[src/rtl/fetch_unit_if.sv]
// Fetch-unit bus bundle: program-RAM read port plus the instruction handshake to decode.
// The master side is the fetch unit; the slave side is the RAM/decode environment.
interface fetch_unit_if #(
    parameter int ADDR_W = 8,
    parameter int DATA_W = 16
);
    logic              mem_rd_en;
    logic [ADDR_W-1:0] mem_addr;
    logic [DATA_W-1:0] mem_rdata;
    logic              instr_valid;
    logic              instr_ready;
    logic [DATA_W-1:0] instr;
    logic [ADDR_W-1:0] instr_pc;

    modport master (
        output mem_rd_en, mem_addr, instr_valid, instr, instr_pc,
        input  mem_rdata, instr_ready
    );

    modport slave (
        input  mem_rd_en, mem_addr, instr_valid, instr, instr_pc,
        output mem_rdata, instr_ready
    );
endinterface

[src/rtl/fetch_unit.sv]
// Instruction fetch stage: owns the fetch PC, issues credit-limited reads to a
// synchronous program RAM, queues returned words with their PCs, and flushes on redirect.
module fetch_unit #(
    parameter int ADDR_W = 8,
    parameter int DATA_W = 16,
    parameter int DEPTH  = 4
) (
    input  logic              clk,
    input  logic              reset,
    input  logic              fetch_en,
    input  logic              redirect_valid,
    input  logic [ADDR_W-1:0] redirect_pc,
    output logic [ADDR_W-1:0] pc_out,
    fetch_unit_if.master      bus
);
    localparam int PTR_W = (DEPTH > 1) ? $clog2(DEPTH) : 1;
    localparam int CNT_W = $clog2(DEPTH + 1);
    localparam logic [CNT_W:0] DEPTH_V = (CNT_W + 1)'(DEPTH);

    typedef struct packed {
        logic [DATA_W-1:0] word;
        logic [ADDR_W-1:0] pc;
    } entry_t;

    entry_t            fifo_q [DEPTH];
    entry_t            fifo_d [DEPTH];
    logic [ADDR_W-1:0] fetch_pc_q, fetch_pc_d;
    logic [ADDR_W-1:0] issued_pc_q, issued_pc_d;
    logic              pending_q, pending_d;
    logic [CNT_W-1:0]  count_q, count_d;
    logic [PTR_W-1:0]  rd_ptr_q, rd_ptr_d;
    logic [PTR_W-1:0]  wr_ptr_q, wr_ptr_d;
    logic [CNT_W:0]    inflight_s;
    logic              issue_s, push_s, pop_s, valid_s;

    // Issue/push/pop decisions and next-state for PC, credit and FIFO.
    always_comb begin
        // Credits count both queued entries and the read still in flight, so a push never overflows.
        inflight_s = {1'b0, count_q} + {{CNT_W{1'b0}}, pending_q};
        valid_s    = (count_q != {CNT_W{1'b0}}) && !redirect_valid;
        issue_s    = reset && fetch_en && !redirect_valid && (inflight_s < DEPTH_V);
        push_s     = pending_q && !redirect_valid;
        pop_s      = valid_s && bus.instr_ready;
        pending_d  = issue_s;
        fifo_d     = fifo_q;

        if (push_s) begin
            fifo_d[wr_ptr_q] = {bus.mem_rdata, issued_pc_q};
        end else begin
            fifo_d[wr_ptr_q] = fifo_q[wr_ptr_q];
        end

        if (issue_s) begin
            issued_pc_d = fetch_pc_q;
        end else begin
            issued_pc_d = issued_pc_q;
        end

        if (redirect_valid) begin
            fetch_pc_d = redirect_pc;
            count_d    = {CNT_W{1'b0}};
            rd_ptr_d   = wr_ptr_q;
            wr_ptr_d   = wr_ptr_q;
        end else begin
            if (issue_s) begin
                fetch_pc_d = fetch_pc_q + ADDR_W'(1'b1);
            end else begin
                fetch_pc_d = fetch_pc_q;
            end
            count_d  = count_q + CNT_W'(push_s) - CNT_W'(pop_s);
            rd_ptr_d = rd_ptr_q + PTR_W'(pop_s);
            wr_ptr_d = wr_ptr_q + PTR_W'(push_s);
        end
    end

    // State registers; reset also abandons any outstanding read.
    always_ff @(posedge clk or negedge reset) begin
        if (!reset) begin
            fetch_pc_q  <= {ADDR_W{1'b0}};
            issued_pc_q <= {ADDR_W{1'b0}};
            pending_q   <= 1'b0;
            count_q     <= {CNT_W{1'b0}};
            rd_ptr_q    <= {PTR_W{1'b0}};
            wr_ptr_q    <= {PTR_W{1'b0}};
            for (int i = 0; i < DEPTH; i++) begin
                fifo_q[i] <= {($bits(entry_t)){1'b0}};
            end
        end else begin
            fetch_pc_q  <= fetch_pc_d;
            issued_pc_q <= issued_pc_d;
            pending_q   <= pending_d;
            count_q     <= count_d;
            rd_ptr_q    <= rd_ptr_d;
            wr_ptr_q    <= wr_ptr_d;
            fifo_q      <= fifo_d;
        end
    end

    assign bus.mem_rd_en   = issue_s;
    assign bus.mem_addr    = fetch_pc_q;
    assign bus.instr_valid = valid_s;
    assign bus.instr       = fifo_q[rd_ptr_q].word;
    assign bus.instr_pc    = fifo_q[rd_ptr_q].pc;
    assign pc_out          = fetch_pc_q;

endmodule
[src/flat_wrapper.sv]
// flat-port wrapper written by rule: the top's interface ports become plain ports
module fetch_unit_flat 
#(
    parameter int ADDR_W = 8,
    parameter int DATA_W = 16,
    parameter int DEPTH  = 4
)
  (clk, reset, fetch_en, redirect_valid, redirect_pc, pc_out, bus_mem_rd_en, bus_mem_addr, bus_instr_valid, bus_instr, bus_instr_pc, bus_mem_rdata, bus_instr_ready);
  fetch_unit_if #(.ADDR_W(ADDR_W), .DATA_W(DATA_W)) bus_i ();
  input  logic clk;
  input  logic reset;
  input  logic fetch_en;
  input  logic redirect_valid;
  input  logic [ADDR_W-1:0] redirect_pc;
  output logic [ADDR_W-1:0] pc_out;
  output wire logic [$bits(bus_i.mem_rd_en)-1:0] bus_mem_rd_en;
  output wire logic [$bits(bus_i.mem_addr)-1:0] bus_mem_addr;
  output wire logic [$bits(bus_i.instr_valid)-1:0] bus_instr_valid;
  output wire logic [$bits(bus_i.instr)-1:0] bus_instr;
  output wire logic [$bits(bus_i.instr_pc)-1:0] bus_instr_pc;
  input wire logic [$bits(bus_i.mem_rdata)-1:0] bus_mem_rdata;
  input wire logic [$bits(bus_i.instr_ready)-1:0] bus_instr_ready;
  assign bus_mem_rd_en = bus_i.mem_rd_en;
  assign bus_mem_addr = bus_i.mem_addr;
  assign bus_instr_valid = bus_i.instr_valid;
  assign bus_instr = bus_i.instr;
  assign bus_instr_pc = bus_i.instr_pc;
  assign bus_i.mem_rdata = bus_mem_rdata;
  assign bus_i.instr_ready = bus_instr_ready;
  fetch_unit #(.ADDR_W(ADDR_W), .DATA_W(DATA_W), .DEPTH(DEPTH)) u_core (.clk(clk), .reset(reset), .fetch_en(fetch_en), .redirect_valid(redirect_valid), .redirect_pc(redirect_pc), .pc_out(pc_out), .bus(bus_i));
endmodule
[config.mk]
export PLATFORM = sky130hd
export DESIGN_NAME = fetch_unit_flat
export DESIGN_NICKNAME = d
export VERILOG_FILES = /design/src/rtl/fetch_unit_if.sv /design/src/rtl/fetch_unit.sv /design/src/flat_wrapper.sv
export SDC_FILE = /design/constraint.sdc
export NUM_CORES = 1
export LEC_CHECK = 0
export CAP_MARGIN = 20
export CORE_ASPECT_RATIO = 0.9
export CORE_MARGIN = 2
export CORE_UTILIZATION = 55
export DETAILED_ROUTE_END_ITERATION = 10
export PLACE_DENSITY = 0.82
export SLEW_MARGIN = 30
export SYNTH_ARGS = -nofsm -noshare
export SYNTH_HDL_FRONTEND = slang
export SYNTH_SLANG_ARGS = --single-unit
[constraint.sdc]
create_clock -name clk -period 3.7 [get_ports clk]
set_input_delay 0.555 -clock clk [delete_from_list [all_inputs] [get_ports clk]]
set_output_delay 0.555 -clock clk [all_outputs]
set_load 0.01 [all_outputs]
==> flow_summary.ini <==
[pwr]
ir_worst_vdd_v = 0.000481
p_leak_nw = 3.05
p_per_area_mw_per_mm2 = 806

[logic_synthesis]
synth_cell_types = 34
synth-edff-count = 0
synth_common_cells = dfrtp_1 (120), mux2_2 (104), mux4_2 (24)
avgSynthCellArea_um2 = 15.1
async_flop_share_pct = 100
synth_warnings = 0
synth_top_area_share_pct = 55.4
synth_flop_cell = dfrtp_1
synth.most_common_cell = dfrtp_1
ys_seq_area_share_pct = 55.4
syn_inst = 360
ys_seq_elements = 120
netlist_area_mm2 = 0.00542
synth.area.top_cells = dfrtp_1 (55%), mux2_2 (22%), mux4_2 (10%)
syn_nets = 394
synth_top_cell_by_area = dfrtp_1

[timing]
fin_tns_setup_ns = 0
layout_setup_ws_ns = 0.496
fin_hold_ws_ns = 0.239
post-route-period-util_pct = 86.6
finalHoldViolCount = 0
clock.fmax_mhz = 312
drv_slew = 0
fin_worst_skew_ns = 0.00646
period_minus_slack_ns = 3.20
setup_viol = 0
rsz0062_at_grt = no
relSlewSlack_pct = 48.0
worstMarginPinSlew_ns = 0.780

[grt]
grt_usage_pct = 23.0
grt_pass1_vias = 3610
grt_max_degree = 63
antenna_found_initial = 0
overflow = 0
grt_pass1_wl_mm = 18.5

[cts]
cts_resized = 0
cts_hold_buf = 0
cts_tree = built
insertion_delay_ns = 0.52
root_buffer = clkbuf_8
cts_setup_buffers = 0
cts_buffer_depth = 2
clock-sinks = 120
path_clk_slew_ns = 0.06
h-tree-depth = 4
cts_buffers = 17

[critical_path]
worstSetupStartpoint = u_core.rd_ptr_q[0]
slowest_stage = dfrtp_2
critical-path-top-delay-family = flip-flops
crit_arrival_ns = 2.65
cp-end-kind = primary output
max_stage_delay_ns = 0.83
critPathKind = flip-flop to primary output
path_max_fanout = 21
cp_cell_sequence = buf_4 -> mux4_2 -> clkdlybuf4s50_1
cp.required_ns = 3.14
worst_setup_path_start_kind = flip-flop
worst-path-buf-inv = 2
r2r-start = u_core.count_q[1]

[layout]
area_growth_pct = 26.8
antenna_cells = 0
nets = 472
drive_gt1_share_pct = 41.2

[floorplanning]
ios = 71
start_util_pct = 56.4
dieArea_mm2 = 0.0107
fp-row-count = 34
core_area_mm2 = 0.00961
die_width_um = 109
die_y_um = 98.2

[detailed_routing]
drc_errors = 0
wl_per_cell_um = 19.4
drt-initial-drc-count = 143
routed_via_density = 5.75
vias = 3320
wirelength_mm = 11.2
firstDrtPassIters = 4
ant_nets = 0

[placement]
dpl.hpwl_mm = 7.10
place_congestion = 0.828
dp_slack_ns = 0.768
io_buffer_count = 70

[hold_path]
hold_class = primary input to asynchronous set/reset pin

[run]
cap_violations = 0

[status]
status = complete, no violations
-- state kept, by name (all words and copies together) (netlist names) --
name / cells
u_core.rd_ptr_q: 2
u_core.bus.mem_addr: 8
u_core.fifo_q: 96
u_core.wr_ptr_q: 2
u_core.issued_pc_q: 8
u_core.count_q: 3
u_core.pending_q: 1
-- routing by layer --
| metal | vias up | part of all wire, % | track usage [%] |
|---|---|---|---|
| met5 | - | 0 | 0 |
| li1 | 1486 | - | - |
| met2 | 65 | 53 | 38.6 |
| met1 | 1754 | 42 | 29.1 |
| met4 | 0 | 1.7 | 9.96 |
| met3 | 15 | 3.5 | 4.61 |
-- per-stage QoR --
| stage | instance area, µm² | util, % | std cells | total power, mW |
|---|---|---|---|---|
| 2_1_floorplan | 5420 | - | 360 | 3.08 |
| 3_3_place_gp | 6260 | 65.1 | 545 | 3.75 |
| 3_5_place_dp | 6260 | 65.1 | 545 | 3.85 |
| 4_1_cts | 6880 | 71.5 | 577 | 5.58 |
| 5_1_grt | 6880 | 71.5 | 577 | 5.81 |
| 6_report | 6880 | 71.5 | 577 | 5.54 |
-- cells in the final DEF (no fill, tap or decap), types with 3 or more instances in the layout --
cell             netlist  final
clkbuf_16              0     16
clkdlybuf4s50_1        0     69
inv_1                  4      4
nand2_1               15     15
clkinv_2               0      3
ha_1                   4      4
o211ai_1               7      7
dfrtp_1              120    119
nand4_1                4      4
clkinvlp_4             0      4
mux4_2                24     24
xnor2_1                3      3
buf_4                 10     18
or4_1                  5      5
bufinv_16              0      4
nand3_1                9      9
o21ai_0                5      5
mux2_2               104    104
or3_1                  5      5
nor2_1                 5      5
clkbuf_8               0      3
-- kinds of logic after synthesis --
| group | Yosys count | share of synthesized area, % |
|---|---|---|
| xor gates and xnor gates | 4 | 0.646 |
| adders and majority gates | 5 | 1.29 |
| and+or+nand+nor | 54 | 5.73 |
| muxes | 129 | 31.8 |
| buffers and inverters | 32 | 3.14 |
| AOI/OAI and AO/OA | 16 | 1.96 |
| DFF | 120 | 55.4 |
-- path summary, 6_finish.rpt --
kind	endpoint	slack [ns]	cells past startpoint
min in group clk	u_core.fifo_q[19]	0.50	1
worst min register to register	u_core.fifo_q[19]	0.50	1
max in group asynchronous	u_core.rd_ptr_q[0]	2.14	3
worst max-delay path	bus_instr[8]	0.50	3
worst max register to register	u_core.count_q[2]	1.61	8
worst min-delay path	u_core.fifo_q[51]	0.24	2
-- worst reg2reg max path, cell delays in order, from the launching register on --
cell and delay [ns]:
dfrtp_1 0.43, or3_1 0.42, nand3_1 0.19, xnor2_1 0.15, ha_1 0.18, inv_1 0.05
fa_1 0.37, xnor2_1 0.14, nor2_1 0.05
-- final cells by class --
class / instances / area [µm²]
Sequential cell: 120 / 3000
Fill cell: 629 / 2740
Multi-Input combinational cell: 208 / 2250
Timing Repair Buffer: 87 / 826
Clock buffer: 20 / 445
Clock inverter: 12 / 174
Tap cell: 126 / 158
Inverter: 4 / 15.0
-- power breakdown --
| group | total, mW | switching [mW] | internal, mW |
|---|---|---|---|
| clock | 1.71 | 0.584 | 1.13 |
| sequential | 2.14 | 0.368 | 1.77 |
| combinational | 1.69 | 0.588 | 1.10 |
| total | 5.54 | 1.54 | 4.00 |
No activity file was read; power rests on OpenSTA's default activity.
